File: config.mk
export PLATFORM = sky130hd
export DESIGN_NAME = shift_arbiter16
export DESIGN_NICKNAME = d
export VERILOG_FILES = /design/src/rtl/shift_arb_pkg.sv /design/src/rtl/rr_arb2.sv /design/src/rtl/shift_arbiter16.sv
export SDC_FILE = /design/constraint.sdc
export NUM_CORES = 1
export LEC_CHECK = 0
export CAP_MARGIN = 15
export CORE_UTILIZATION = 46
export CTS_BUF_LIST = sky130_fd_sc_hd__clkbuf_8
export CTS_CLUSTER_SIZE = 25
export DETAILED_ROUTE_END_ITERATION = 16
export GPL_TIMING_DRIVEN = 0
export PLACE_DENSITY = 0.89
export SKIP_CTS_REPAIR_TIMING = 1
export SYNTH_ARGS = -nofsm -noshare
export SYNTH_HDL_FRONTEND = slang
export SYNTH_HIERARCHICAL = 1
export SYNTH_SLANG_ARGS = --single-unit
File: constraint.sdc
create_clock -name clk -period 3.5 [get_ports clk]
set_input_delay 1.05 -clock clk [delete_from_list [all_inputs] [get_ports clk]]
set_output_delay 1.05 -clock clk [all_outputs]
set_load 0.01 [all_outputs]
File: src/rtl/shift_arb_pkg.sv
// Shared types and constants for the shift_arbiter16 codebase slice:
// FSM state enum, data/shift-amount widths and the requester id type.
package shift_arb_pkg;

  localparam int W       = 16;
  localparam int SHAMT_W = 4;

  typedef enum logic {
    IDLE = 1'b0,
    HOLD = 1'b1
  } state_t;

  typedef logic req_id_t;

endpackage

File: src/rtl/rr_arb2.sv
// Two-way arbiter for shift_arbiter16.
// Build option: define SHIFT_ARB_RR_EN for round-robin arbitration; without it
// requester 0 has fixed priority and no pointer register exists.
// Handshake: grant[i] is only ever high when valid[i] and grant_en are high,
// and at most one grant bit is high; gid is the index of the chosen requester.
module rr_arb2
  import shift_arb_pkg::*;
(
  input  logic       clk,
  input  logic       rst,
  input  logic [1:0] valid,
  input  logic       grant_en,
  output logic [1:0] grant,
  output req_id_t    gid
);

`ifdef SHIFT_ARB_RR_EN
  // ptr names the requester that wins a tie; it moves only on a real grant
  req_id_t ptr;

  // Pointer register: after granting i, the other requester gets the next tie
  always_ff @(posedge clk or posedge rst) begin
    if (rst) begin
      ptr <= 1'b0;
    end else if (|grant) begin
      ptr <= ~gid;
    end
  end

  // Select winner: tie goes to ptr, otherwise the lone requester
  always_comb begin
    gid = 1'b0;
    if (valid == 2'b11) begin
      gid = ptr;
    end else if (valid[1]) begin
      gid = 1'b1;
    end
  end
`else
  // Fixed priority has no state; clk/rst are kept for a uniform interface
  logic unused_clk_rst;
  assign unused_clk_rst = clk ^ rst;

  // Select winner: requester 0 always wins when it is requesting
  always_comb begin
    gid = 1'b0;
    if (!valid[0] && valid[1]) begin
      gid = 1'b1;
    end
  end
`endif

  // Turn the chosen id into a one-hot grant, only when granting is allowed
  always_comb begin
    grant = 2'b00;
    if (grant_en && (|valid)) begin
      grant = gid ? 2'b10 : 2'b01;
    end
  end

endmodule

File: src/rtl/shift_arbiter16.sv
// shift_arbiter16: two requesters share one logical left shifter.
// Build option: SHIFT_ARB_RR_EN selects round-robin arbitration (inside rr_arb2);
// default build uses fixed priority for requester 0.
// Handshake: a request transfers on a rising edge where reqN_valid && reqN_ready;
// a result transfers where out_valid && out_ready. Requesters hold valid/a/b
// until ready; the result is held stable on out_data/out_id until out_ready.
// The FSM state is visible on dbg_state.
module shift_arbiter16
  import shift_arb_pkg::*;
#(
  parameter int W = shift_arb_pkg::W
) (
  input  logic         clk,
  input  logic         rst,
  input  logic         req0_valid,
  input  logic [W-1:0] req0_a,
  input  logic [W-1:0] req0_b,
  output logic         req0_ready,
  input  logic         req1_valid,
  input  logic [W-1:0] req1_a,
  input  logic [W-1:0] req1_b,
  output logic         req1_ready,
  output logic         out_valid,
  output logic [W-1:0] out_data,
  output req_id_t      out_id,
  input  logic         out_ready,
  output state_t       dbg_state
);

  localparam int SW = $clog2(W);

  state_t       state;
  state_t       state_nx;
  logic [1:0]   grant;
  req_id_t      gid;
  logic         grant_en;
  logic [W-1:0] sel_a;
  logic [W-1:0] sel_b;
  logic [W-1:0] shift_res;

  // A new grant is allowed when nothing is held or the held result retires now
  assign grant_en = (state == IDLE) || out_ready;

  rr_arb2 u_arb (
    .clk      (clk),
    .rst      (rst),
    .valid    ({req1_valid, req0_valid}),
    .grant_en (grant_en),
    .grant    (grant),
    .gid      (gid)
  );

  // Operand mux and logical shift; any amount bit above the low SW bits zeroes the result
  always_comb begin
    sel_a     = gid ? req1_a : req0_a;
    sel_b     = gid ? req1_b : req0_b;
    shift_res = '0;
    if (sel_b[W-1:SW] == '0) begin
      shift_res = sel_a << sel_b[SW-1:0];
    end
  end

  // State register
  always_ff @(posedge clk or posedge rst) begin
    if (rst) begin
      state <= IDLE;
    end else begin
      state <= state_nx;
    end
  end

  // Next state: any grant lands in HOLD; a retire with no new grant returns to IDLE
  always_comb begin
    state_nx = state;
    case (state)
      IDLE: if (|grant) state_nx = HOLD;
      HOLD: if (out_ready && !(|grant)) state_nx = IDLE;
      default: state_nx = IDLE;
    endcase
  end

  // Outputs decoded from state and the arbiter grant
  always_comb begin
    out_valid  = (state == HOLD);
    req0_ready = grant[0];
    req1_ready = grant[1];
    dbg_state  = state;
  end

  // Result and owner id captured on every grant, otherwise held
  always_ff @(posedge clk or posedge rst) begin
    if (rst) begin
      out_data <= '0;
      out_id   <= 1'b0;
    end else if (|grant) begin
      out_data <= shift_res;
      out_id   <= gid;
    end
  end

endmodule

# ---- Yosys cells after proc, flatten, opt, wreduce, memory -nomap -nowiden
# Index checks and enable logic that the tools add are counted.
dict set report word_totals {
  elab_cells 23
  out_inout_bits 21
  reg_bits 18
}
dict set report op_classes {
  n_reduce_logical 9
  n_bitwise 1
  n_mux 9
  n_shift 1
}
# op count
set ops {}
lappend ops {{$mux 16} 3}
lappend ops {{$shl 16x4->16} 1}
lappend ops {{$logic_not 12->1} 1}
lappend ops {{$mux 2} 2}
lappend ops {{$reduce_or 2->1} 2}
lappend ops {{$logic_and 1x1->1} 3}
lappend ops {{$mux 1} 3}
lappend ops {{$logic_not 1->1} 2}
lappend ops {{$pmux 1 s2} 1}
lappend ops {{$logic_or 1x1->1} 1}
lappend ops {{$not 1->1} 1}

# ---- Depth between registers and ports, before layout
# Gate-level depths: netlist of run 1.
dict set report depth {
  ltp_word 10
  ltp_mapped 10
  ltp_nobuf 7
}

# ---- Cells and area by module
# The synthesis of run 1 kept the hierarchy.
# module area_each_um2 instances seq_area_each_um2 cells_per_inst
set modules_own_cells {}
lappend modules_own_cells {shift_arbiter16 1871.8 1 450.4 185}
lappend modules_own_cells {rr_arb2 26.3 1 0.0 3}

# ---- Worst setup path before layout of run 1
# Ideal clock, no wire load.
dict set report synth_path {
  path_type {input-to-reg}
  from {in req0_valid}
  to {reg out_data[12]}
  t_required_ps 3355
  path_slack_ps 496
  arrival_time_ps 2859
  cell_stages 8
  path_buffers 2
  setup_time_ps 145
  path_cell_list {and2b_2 > buf_6 > buf_6 > mux2i_1 > mux4_2 > nor3b_1 > o311ai_0 > o211ai_1}
}
dict set report synth_via {
  elab_chain_len 6
}
# element line_no
set synth_rtl {}
lappend synth_rtl {{start: declaration} shift_arbiter16.sv:15} ;# input logic req0_valid,
lappend synth_rtl {{$logic_not 1->1} rr_arb2.sv:47} ;# if (!valid[0] && valid[1]) begin
lappend synth_rtl {{$logic_and 1x1->1} rr_arb2.sv:47}
lappend synth_rtl {{$mux 1} rr_arb2.sv:47}
lappend synth_rtl {{$mux 16, or another cell as far along} shift_arbiter16.sv:55} ;# sel_a = gid ? req1_a : req0_a;
lappend synth_rtl {{$shl 16x4->16, or another cell as far along} shift_arbiter16.sv:59} ;# shift_res = sel_a << sel_b[SW-1:0];
lappend synth_rtl {{$mux 16 / $reduce_or 2->1 (equally long branches)} {shift_arbiter16.sv:58, shift_arbiter16.sv:95}}
lappend synth_rtl {{end signal: assignment} shift_arbiter16.sv:96} ;# out_data <= shift_res;
lappend synth_rtl {{end: declaration} shift_arbiter16.sv:24} ;# output logic [W-1:0] out_data,
# Several ways; a longest one is shown, not always the timed one.
# A chain may end at the register's enable or synchronous reset.

# ---- Final worst setup path of run 1
dict set report layout_path {
  from {in out_ready}
  to {out req1_ready}
}
dict set report layout_via {
  elab_chain_len 3
}
# element line_no
set layout_rtl {}
lappend layout_rtl {{start: declaration} shift_arbiter16.sv:26} ;# input logic out_ready,
lappend layout_rtl {{$logic_or 1x1->1} shift_arbiter16.sv:42} ;# assign grant_en = (state == IDLE) || out_ready;
lappend layout_rtl {{named net grant_en} shift_arbiter16.sv:36} ;# logic grant_en;
lappend layout_rtl {{$logic_and 1x1->1} rr_arb2.sv:56} ;# if (grant_en && (|valid)) begin
lappend layout_rtl {{$mux 2} rr_arb2.sv:56}
lappend layout_rtl {{end: declaration} shift_arbiter16.sv:22} ;# output logic req1_ready,
# The timed path passes the listed nets, and every way through them passes these cells.

==> flow_summary.toml, run 1 <==
[clock_tree]
cts_tree = "done"
worstSkewPairLatency_ns = 0.25
cts_htree_levels = 1
clk_path_buf_depth = 2
cts_inserted_buffers = 3
root_buffer = "sky130_fd_sc_hd__clkbuf_8"
clock_pin_slew_on_the_worst_setup_and_hold_paths_ns = 0.06
numClockSinks = 18

[hold_path]
hold_depth = 2
timing.hold.worst.class = "flop to flop"

[detailed_routing]
route.vias.total = 1912
drt-wirelength-per-cell_um = 15.77
drt_drc_violations_left = 0
ant_nets = 0
detailedRoute.firstPassIterationCount = 4
detail_route.iter0.violations = 88
viasPerCell = 5.829
postRouteWirelength_um = 5171

[timing]
clock.fmax_mhz = 290.6
report.final.hold_viol_count = 0
hold_ws_ns = 0.4810
worst_slew_margin_rel = 0.5778
tightestPinTransition_ns = 0.6326
slew_violations = 0
skew_ns = 0.0005685
tns_ns = 0
period_needed_ns = 3.441
timing.final.crit_share = 0.9831
setup_viol = 0
rsz0062_at_grt = "false"

[job]
cap_violations = 0

[die]
core_area_um2 = 3799
die_height_um = 66.24
boundaryPins = 90
initial_core_util = 0.4997
area_enclosed_by_the_die_boundary_um2 = 4387
number_of_rows_created_at_floorplan = 22
die-width_um = 66.24

[placement]
place_congestion = 0.8866
hpwlAfterDp_um = 4317
detailed_place.area_um2 = 2849
buffer_ports.inserted = 89

[global_routing]
antenna_found_initial = 0
grt_start_max_net_pins = 19
grt_util_all_layers = 0.2490
first_pass_grt_wire_length_um = 8438
grt_pass1_vias = 1892
grt.overflow.total = 0

[critical_path]
worstPathMaxFanout = 3
arrival_ns = 2.39
r2r-start = "dbg_state"
timing.critical_path.from = "out_ready"
slowest_delay_ns = 0.54
ff2ff_setup_slack_ns = 1.40
worst_r2r_endpoint = "out_data[15]"
critPathSlowestCell = "sky130_fd_sc_hd__clkdlybuf4s50_1"
worstRegToRegCells = 7
critical_path.cell_chain = "clkdlybuf4s50_1 -> nand2b_4 -> and3b_2 -> clkdlybuf4s50_1"
worstSetupEndpointType = "output pin"
worstSetupPathType = "input pin to output pin"
worst_setup_path_endpoint = "req1_ready"
crit_path_start_kind = "input pin"
worst_path_most_repeated_cell = "sky130_fd_sc_hd__clkdlybuf4s50_1"
required_ns = 2.45

[synthesis]
synth-seq-cells = 18
syn-instance-count = 188
synth_edf_count = 0
synth.lib_cells_used.distinct = 51
synth.top_cells.by_area = "sky130_fd_sc_hd__dfrtp_1 (24%), sky130_fd_sc_hd__mux2i_1 (18%), sky130_fd_sc_hd__mux4_2 (12%)"
synthArstFlopShare = 1.000
synthFlopType = "sky130_fd_sc_hd__dfrtp_1"
syn_avg_cell_area_um2 = 10.10
seq_area_frac_synth = 0.2373
syn_nets = 257
post_synth_most_frequent_cells = "sky130_fd_sc_hd__mux2i_1 (34), sky130_fd_sc_hd__nand2_1 (23), sky130_fd_sc_hd__dfrtp_1 (18)"
mappedNetlistArea_um2 = 1898
synth.most_common_cell = "sky130_fd_sc_hd__mux2i_1"
synth_top_area_share = 0.2373
yosysTopAreaCell = "sky130_fd_sc_hd__dfrtp_1"
yosys_warnings = 6

[layout]
nFillCells = 287
final_cell_area_um2 = 2914
synthToLayoutAreaGrowth_pct = 53.53
final_net_count = 351
share_of_final_layout_standard_cells_stronger_than_drive_strength_1 = 0.1750
antenna-diode-count = 0

[run_status]
outcome = "finished, final reports clean"

[power]
power-per-cell-area_nw_per_um2 = 223.3
power.static_leakage_nw = 1.172
ir_worst_vdd_mv = 0.09698
design_power_total_mw = 0.6507
[cells by family (layout without fill, tap and decap cells)]
kind of cell,Yosys count,in the layout,synth area share
simple gates,62,62,0.1727
compound gates,36,36,0.1371
mux,57,57,0.3863
flops,18,18,0.2373
buf+inv,15,107,0.06658
[sequential cells by signal, indices dropped and copies added (netlist names)]
register	flops
out_data	16
out_id	1
dbg_state	1
[worst min path at each step]
| stage | startpoint | endpoint | slack, ns |
|---|---|---|---|
| 6_report | out_data[6] | out_data[6] | 0.48 |
| 5_1_grt | out_id | out_id | 0.51 |
| 4_1_cts | out_id | out_id | 0.48 |
| 3_5_place_dp | out_id | out_id | 0.47 |
| 3_3_place_gp | out_data[7] | out_data[7] | 0.46 |
| 2_1_floorplan | out_id | out_id | 0.51 |
[metrics by stage]
stage	util	setup WS (ns)	instances
after global placement	0.7500	-0.3450	325
after floorplan	-	0.4960	188
final	0.7671	0.05902	328
after global routing	0.7671	0.01341	328
after detailed placement	0.7500	-0.3934	325
after CTS	0.7609	-0.1416	328
[routing by layer]
metal  routed length, um  part of all wire  track usage  up-vias
met4                  39            0.0075      0.08245        0
met5                   0                 0            0        -
met2                2576              0.50       0.4413       86
met1                2303              0.45       0.3212      901
li1                    -                 -            -      921
met3                 251             0.049      0.01207        4
[cell usage in the layout (no fill, tap or decap), drive strengths merged, types with 2 or more instances in the layout]
| cell | count |
|---|---|
| nand2b | 2 |
| or4 | 2 |
| and2 | 3 |
| a211oi | 2 |
| o21ai | 10 |
| clkbuf | 8 |
| buf | 8 |
| o311ai | 2 |
| o2111ai | 2 |
| mux2 | 12 |
| dfrtp | 18 |
| nand2 | 24 |
| nand3 | 7 |
| nor2 | 5 |
| inv | 2 |
| nor4 | 4 |
| o211ai | 3 |
| o221ai | 4 |
| mux2i | 34 |
| mux4 | 11 |
| or2 | 2 |
| a32o | 3 |
| nor2b | 3 |
| clkdlybuf4s50 | 89 |
| a21oi | 4 |
| nor3 | 2 |
[final cells by class]
type | count | area, um2 | area share
plain buffers | 13 | 118.9 | 0.04079
clock buffers | 3 | 41.29 | 0.01417
multi-input cells | 155 | 1345 | 0.4616
repair buffers | 89 | 890.9 | 0.3057
flip-flops and latches | 18 | 450.4 | 0.1546
inverters | 2 | 7.507 | 0.002576
well taps | 48 | 60.06 | 0.02061
[worst max-delay path, delay by kind of cell]
family | cells | cell delay, ns
and+or+nand+nor | 2 | 0.34
buffers and inverters | 2 | 1.00
[power breakdown]
group	switching (mW)	internal, mW
sequential	0.00241	0.211
combinational	0.130	0.172
clock	0.0594	0.0762
No activity file was read; power rests on OpenSTA's default activity.
==> inputs of run 2 (changes only) <==
==> constraint.sdc (replaced) <==
create_clock -name clk -period 4.1 [get_ports clk]
set_input_delay 1.23 -clock clk [delete_from_list [all_inputs] [get_ports clk]]
set_output_delay 1.23 -clock clk [all_outputs]
set_load 0.01 [all_outputs]
==> flow_summary.toml, run 2 (same netlist as run 1, synthesis figures left out) <==
[run_status]
outcome = "finished, final reports clean"

[clock_tree]
clk_path_buf_depth = 2
worstSkewPairLatency_ns = 0.25
cts_htree_levels = 1
cts_inserted_buffers = 3
clock_pin_slew_on_the_worst_setup_and_hold_paths_ns = 0.06
cts_tree = "done"
root_buffer = "sky130_fd_sc_hd__clkbuf_8"
numClockSinks = 18

[die]
area_enclosed_by_the_die_boundary_um2 = 4387
die_height_um = 66.24
core_area_um2 = 3799
number_of_rows_created_at_floorplan = 22
initial_core_util = 0.4997
die-width_um = 66.24
boundaryPins = 90

[timing]
tns_ns = 0
skew_ns = 0.0005694
slew_violations = 0
rsz0062_at_grt = "false"
timing.final.crit_share = 0.9357
report.final.hold_viol_count = 0
setup_viol = 0
worst_slew_margin_rel = 0.4952
period_needed_ns = 3.836
hold_ws_ns = 0.4802
tightestPinTransition_ns = 0.7361
clock.fmax_mhz = 260.7

[power]
p_seq_frac = 0.329
power.static_leakage_nw = 1.165
ir_worst_vdd_mv = 0.08685
power_switching_mw = 0.1614
power-per-cell-area_nw_per_um2 = 190.7
switching_share = 0.2930
internal_power_mw = 0.3896
power.share.clock = 0.210
power.share.combinational = 0.460

[placement]
buffer_ports.inserted = 89
place_inst = 325
hpwlAfterDp_um = 4317
place_congestion = 0.8866
detailed_place.area_um2 = 2849

[layout]
final_cell_area_um2 = 2890
synthToLayoutAreaGrowth_pct = 52.27
final_net_count = 351
largest_register_ffs = 16
instances_no_fill = 328
post-route-util = 0.7609
seq_area_um2 = 450.4
final_cell_mix = "sky130_fd_sc_hd__clkdlybuf4s50_1 (89), sky130_fd_sc_hd__mux2i_1 (34), sky130_fd_sc_hd__nand2_1 (23), sky130_fd_sc_hd__dfrtp_1 (18)"
largest_register = "out_data"
mostFrequentLayoutCell = "sky130_fd_sc_hd__clkdlybuf4s50_1"
share_of_final_layout_standard_cells_stronger_than_drive_strength_1 = 0.1643
antenna-diode-count = 0
nFillCells = 293
multiInputGateArea_um2 = 1321

[global_routing]
grt_start_max_net_pins = 19
met3_usage = 0.01207
grt_util_all_layers = 0.2490
met2_grt_util = 0.4413
first_pass_grt_wire_length_um = 8438
use_met1 = 0.3212
antenna_found_initial = 0
grt.overflow.total = 0
grt_pass1_vias = 1892
top_usage_layer = "met2"

[detailed_routing]
viasPerCell = 5.805
ant_nets = 0
route.vias.total = 1904
detailedRoute.firstPassIterationCount = 4
drt-wirelength-per-cell_um = 15.62
postRouteWirelength_um = 5122
drt_drc_violations_left = 0
detail_route.iter0.violations = 88

[critical_path]
worst_path_most_repeated_cell = "sky130_fd_sc_hd__clkdlybuf4s50_1"
cp_top_family = "buffers and inverters"
worstRegToRegCells = 7
critPathSlowestCell = "sky130_fd_sc_hd__clkdlybuf4s50_1"
r2r-start = "dbg_state"
arrival_ns = 2.61
ff2ff_setup_slack_ns = 1.98
crit_buf_inv = 2
critical_path.cell_chain = "clkdlybuf4s50_1 -> nand2b_1 -> and3b_2 -> clkdlybuf4s50_1"
slowest_delay_ns = 0.54
worstSetupPathType = "input pin to output pin"
required_ns = 2.87
worstPathMaxFanout = 3
worst_r2r_endpoint = "out_data[15]"
crit_path_start_kind = "input pin"
worstSetupEndpointType = "output pin"

[hold_path]
min_to = "out_id"
hp-start = "out_id"
timing.hold.worst.class = "flop to flop"
hold_depth = 2

[job]
cap_violations = 0
## run 2: cell count changes in the layout (fill, tap and decap cells not counted)
cell,delta
sky130_fd_sc_hd__mux2i_1,+2
sky130_fd_sc_hd__mux2i_2,-1
sky130_fd_sc_hd__mux2i_4,-1
sky130_fd_sc_hd__nand2b_1,+1
sky130_fd_sc_hd__nand2b_4,-1
## run 2: how the worst max path moves through the flow
stage	startpoint	to	slack, ns	cells past startpoint
floorplan	req0_valid	out_data[12]	0.92	8
global placement	req0_valid	out_data[12]	0.07	9
detailed placement	req0_valid	out_data[12]	0.03	9
CTS	out_ready	req1_ready	0.25	4
global route	out_ready	req1_ready	0.19	4
finish	out_ready	req1_ready	0.26	4
## run 2: tightest hold or removal path, cell delays in order (launching register included)
cell and delay, ns:
sky130_fd_sc_hd__dfrtp_1 0.34, sky130_fd_sc_hd__nand2_1 0.05, sky130_fd_sc_hd__nand2_1 0.06
## run 2: stage by stage
step                      total power [mW]  setup WS [ns]
after global placement              0.4324        0.07496
final                               0.5510         0.2638
after floorplan                     0.3235         0.9160
after global routing                0.5812         0.1878
after detailed placement            0.4356        0.02657
after CTS                           0.5525         0.2454
## run 2: power groups by stage
stage	Clock [mW]	Combinational, mW	Sequential [mW]
2_1_floorplan	0	0.138	0.186
3_3_place_gp	0	0.248	0.185
3_5_place_dp	0	0.251	0.185
4_1_cts	0.118	0.253	0.181
5_1_grt	0.128	0.272	0.182
6_report	0.116	0.254	0.182
## run 2: layer usage
layer,wire length [um],share of wire
met1,2224,0.43
met2,2559,0.50
met3,299,0.058
met4,39,0.0076
met5,0,0
## run 2: cell type report
type | count | area share
multi-input cells | 155 | 0.4571
repair buffers | 89 | 0.3082
flip-flops and latches | 18 | 0.1558
plain buffers | 13 | 0.04113
well taps | 48 | 0.02078
clock buffers | 3 | 0.01429
inverters | 2 | 0.002597
==> inputs of run 3 (changes only) <==
--- a/config.mk
+++ b/config.mk
@@ -6,12 +6,11 @@
 export NUM_CORES = 1
 export LEC_CHECK = 0
 export CAP_MARGIN = 15
-export CORE_UTILIZATION = 46
+export CORE_UTILIZATION = 25
 export CTS_BUF_LIST = sky130_fd_sc_hd__clkbuf_8
 export CTS_CLUSTER_SIZE = 25
 export DETAILED_ROUTE_END_ITERATION = 16
 export GPL_TIMING_DRIVEN = 0
-export PLACE_DENSITY = 0.89
 export SKIP_CTS_REPAIR_TIMING = 1
 export SYNTH_ARGS = -nofsm -noshare
 export SYNTH_HDL_FRONTEND = slang
==> flow_summary.toml, run 3 (same netlist as run 1, synthesis figures left out) <==
[run_status]
outcome = "finished, final reports clean"

[global_routing]
grt_start_max_net_pins = 19
grt_util_all_layers = 0.1522
first_pass_grt_wire_length_um = 9335
grt.overflow.total = 0
antenna_found_initial = 0
grt_pass1_vias = 1838

[placement]
hpwlAfterDp_um = 4959
place_congestion = 0.7972
detailed_place.area_um2 = 2913
dp_slack_ns = 0.04033
buffer_ports.inserted = 89
place_inst = 376

[detailed_routing]
viasPerCell = 4.937
detail_route.iter0.violations = 62
ant_nets = 0
detailedRoute.firstPassIterationCount = 4
route.vias.total = 1876
postRouteWirelength_um = 5893
drt-wirelength-per-cell_um = 15.51
drt_drc_violations_left = 0

[timing]
skew_ns = 0.001098
hold_ws_ns = 0.4769
setup_slack_ns = 0.2169
slew_violations = 0
tightestPinTransition_ns = 0.7839
period_needed_ns = 3.883
worst_slew_margin_rel = 0.4624
tns_ns = 0
setup_viol = 0
timing.final.crit_share = 0.9471
clock.fmax_mhz = 257.5
rsz0062_at_grt = "false"
report.final.hold_viol_count = 0

[layout]
instances_no_fill = 380
final_net_count = 351
seq_area_um2 = 450.4
post-route-util = 0.4070
synthToLayoutAreaGrowth_pct = 56.36
final_cell_mix = "sky130_fd_sc_hd__clkdlybuf4s50_1 (89), sky130_fd_sc_hd__mux2i_1 (34), sky130_fd_sc_hd__nand2_1 (23), sky130_fd_sc_hd__dfrtp_1 (18)"
largest_register_ffs = 16
share_of_final_layout_standard_cells_stronger_than_drive_strength_1 = 0.1673
largest_register = "out_data"
antenna-diode-count = 0
nFillCells = 760
mostFrequentLayoutCell = "sky130_fd_sc_hd__clkdlybuf4s50_1"
multiInputGateArea_um2 = 1321
final_cell_area_um2 = 2968

[clock_tree]
clock_pin_slew_on_the_worst_setup_and_hold_paths_ns = 0.07
numClockSinks = 18
cts_tree = "done"
cts_htree_levels = 1
worstSkewPairLatency_ns = 0.25
clk_path_buf_depth = 2
root_buffer = "sky130_fd_sc_hd__clkbuf_8"
cts_inserted_buffers = 3

[die]
boundaryPins = 90
area_enclosed_by_the_die_boundary_um2 = 7945
initial_core_util = 0.2603
die-width_um = 89.14
core_area_um2 = 7292
die_height_um = 89.14
number_of_rows_created_at_floorplan = 31

[power]
power.static_leakage_nw = 1.172
design_power_total_mw = 0.5846
power-per-cell-area_nw_per_um2 = 197.0
ir_worst_vdd_mv = 0.1180

[critical_path]
slowest_delay_ns = 0.69
arrival_ns = 4.00
critPathSlowestCell = "sky130_fd_sc_hd__mux2i_1"
crit_path_start_kind = "input pin"
worstRegToRegCells = 7
critical_path.cell_chain = "clkdlybuf4s50_1 -> and2b_2 -> buf_6 -> buf_6 -> mux2i_1 -> mux4_2 -> nor3b_1 -> o311ai_0 -> o211ai_1"
worstPathMaxFanout = 10
worst_path_most_repeated_cell = "sky130_fd_sc_hd__buf_6"
worstSetupEndpointType = "flop"
required_ns = 4.21
worstSetupPathType = "input pin to flop"

[hold_path]
hold_depth = 2
timing.hold.worst.class = "flop to flop"

[job]
cap_violations = 0
==> run 3: path summary, 6_finish.rpt <==
check	slack (ns)	to	startpoint
worst max-delay path	0.22	out_data[12]	req0_valid
worst min-delay path	0.48	out_id	out_id
worst max register to register	1.98	out_data[15]	dbg_state
worst min register to register	0.48	out_id	out_id
max in group asynchronous	2.28	out_data[2]	rst
min in group asynchronous	1.38	out_data[6]	rst
==> run 3: area by class of cell <==
type	instances	share of cell area
Timing Repair Buffer	89	0.3002
Inverter	2	0.002530
Buffer	13	0.04005
Clock buffer	4	0.01855
Tap cell	99	0.04174
Sequential cell	18	0.1518
Multi-Input combinational cell	155	0.4452
==> run 3: critical path: cells and delay by family <==
family                 cells  cell delay (ns)
AOI/OAI and AO/OA          2             0.54
buffers and inverters      3             0.73
muxes                      2             1.11
and+or+nand+nor            2             0.39
==> run 3: per-layer routing <==
| layer | GRT usage | share of wire | vias up |
|---|---|---|---|
| met5 | 0 | 0 | - |
| met3 | 0.01385 | 0.037 | 4 |
| met1 | 0.2158 | 0.48 | 898 |
| met4 | 0.02165 | 0.0048 | 0 |
| met2 | 0.2575 | 0.48 | 51 |
| li1 | - | - | 923 |
==> run 3: where the power goes <==
group          total, mW  leakage (nW)  internal [mW]  switching (mW)
registers          0.181         0.248          0.180         0.00133
logic              0.257         0.896          0.144           0.113
clock network      0.146        0.0288         0.0853          0.0607
total              0.585          1.17          0.410           0.175
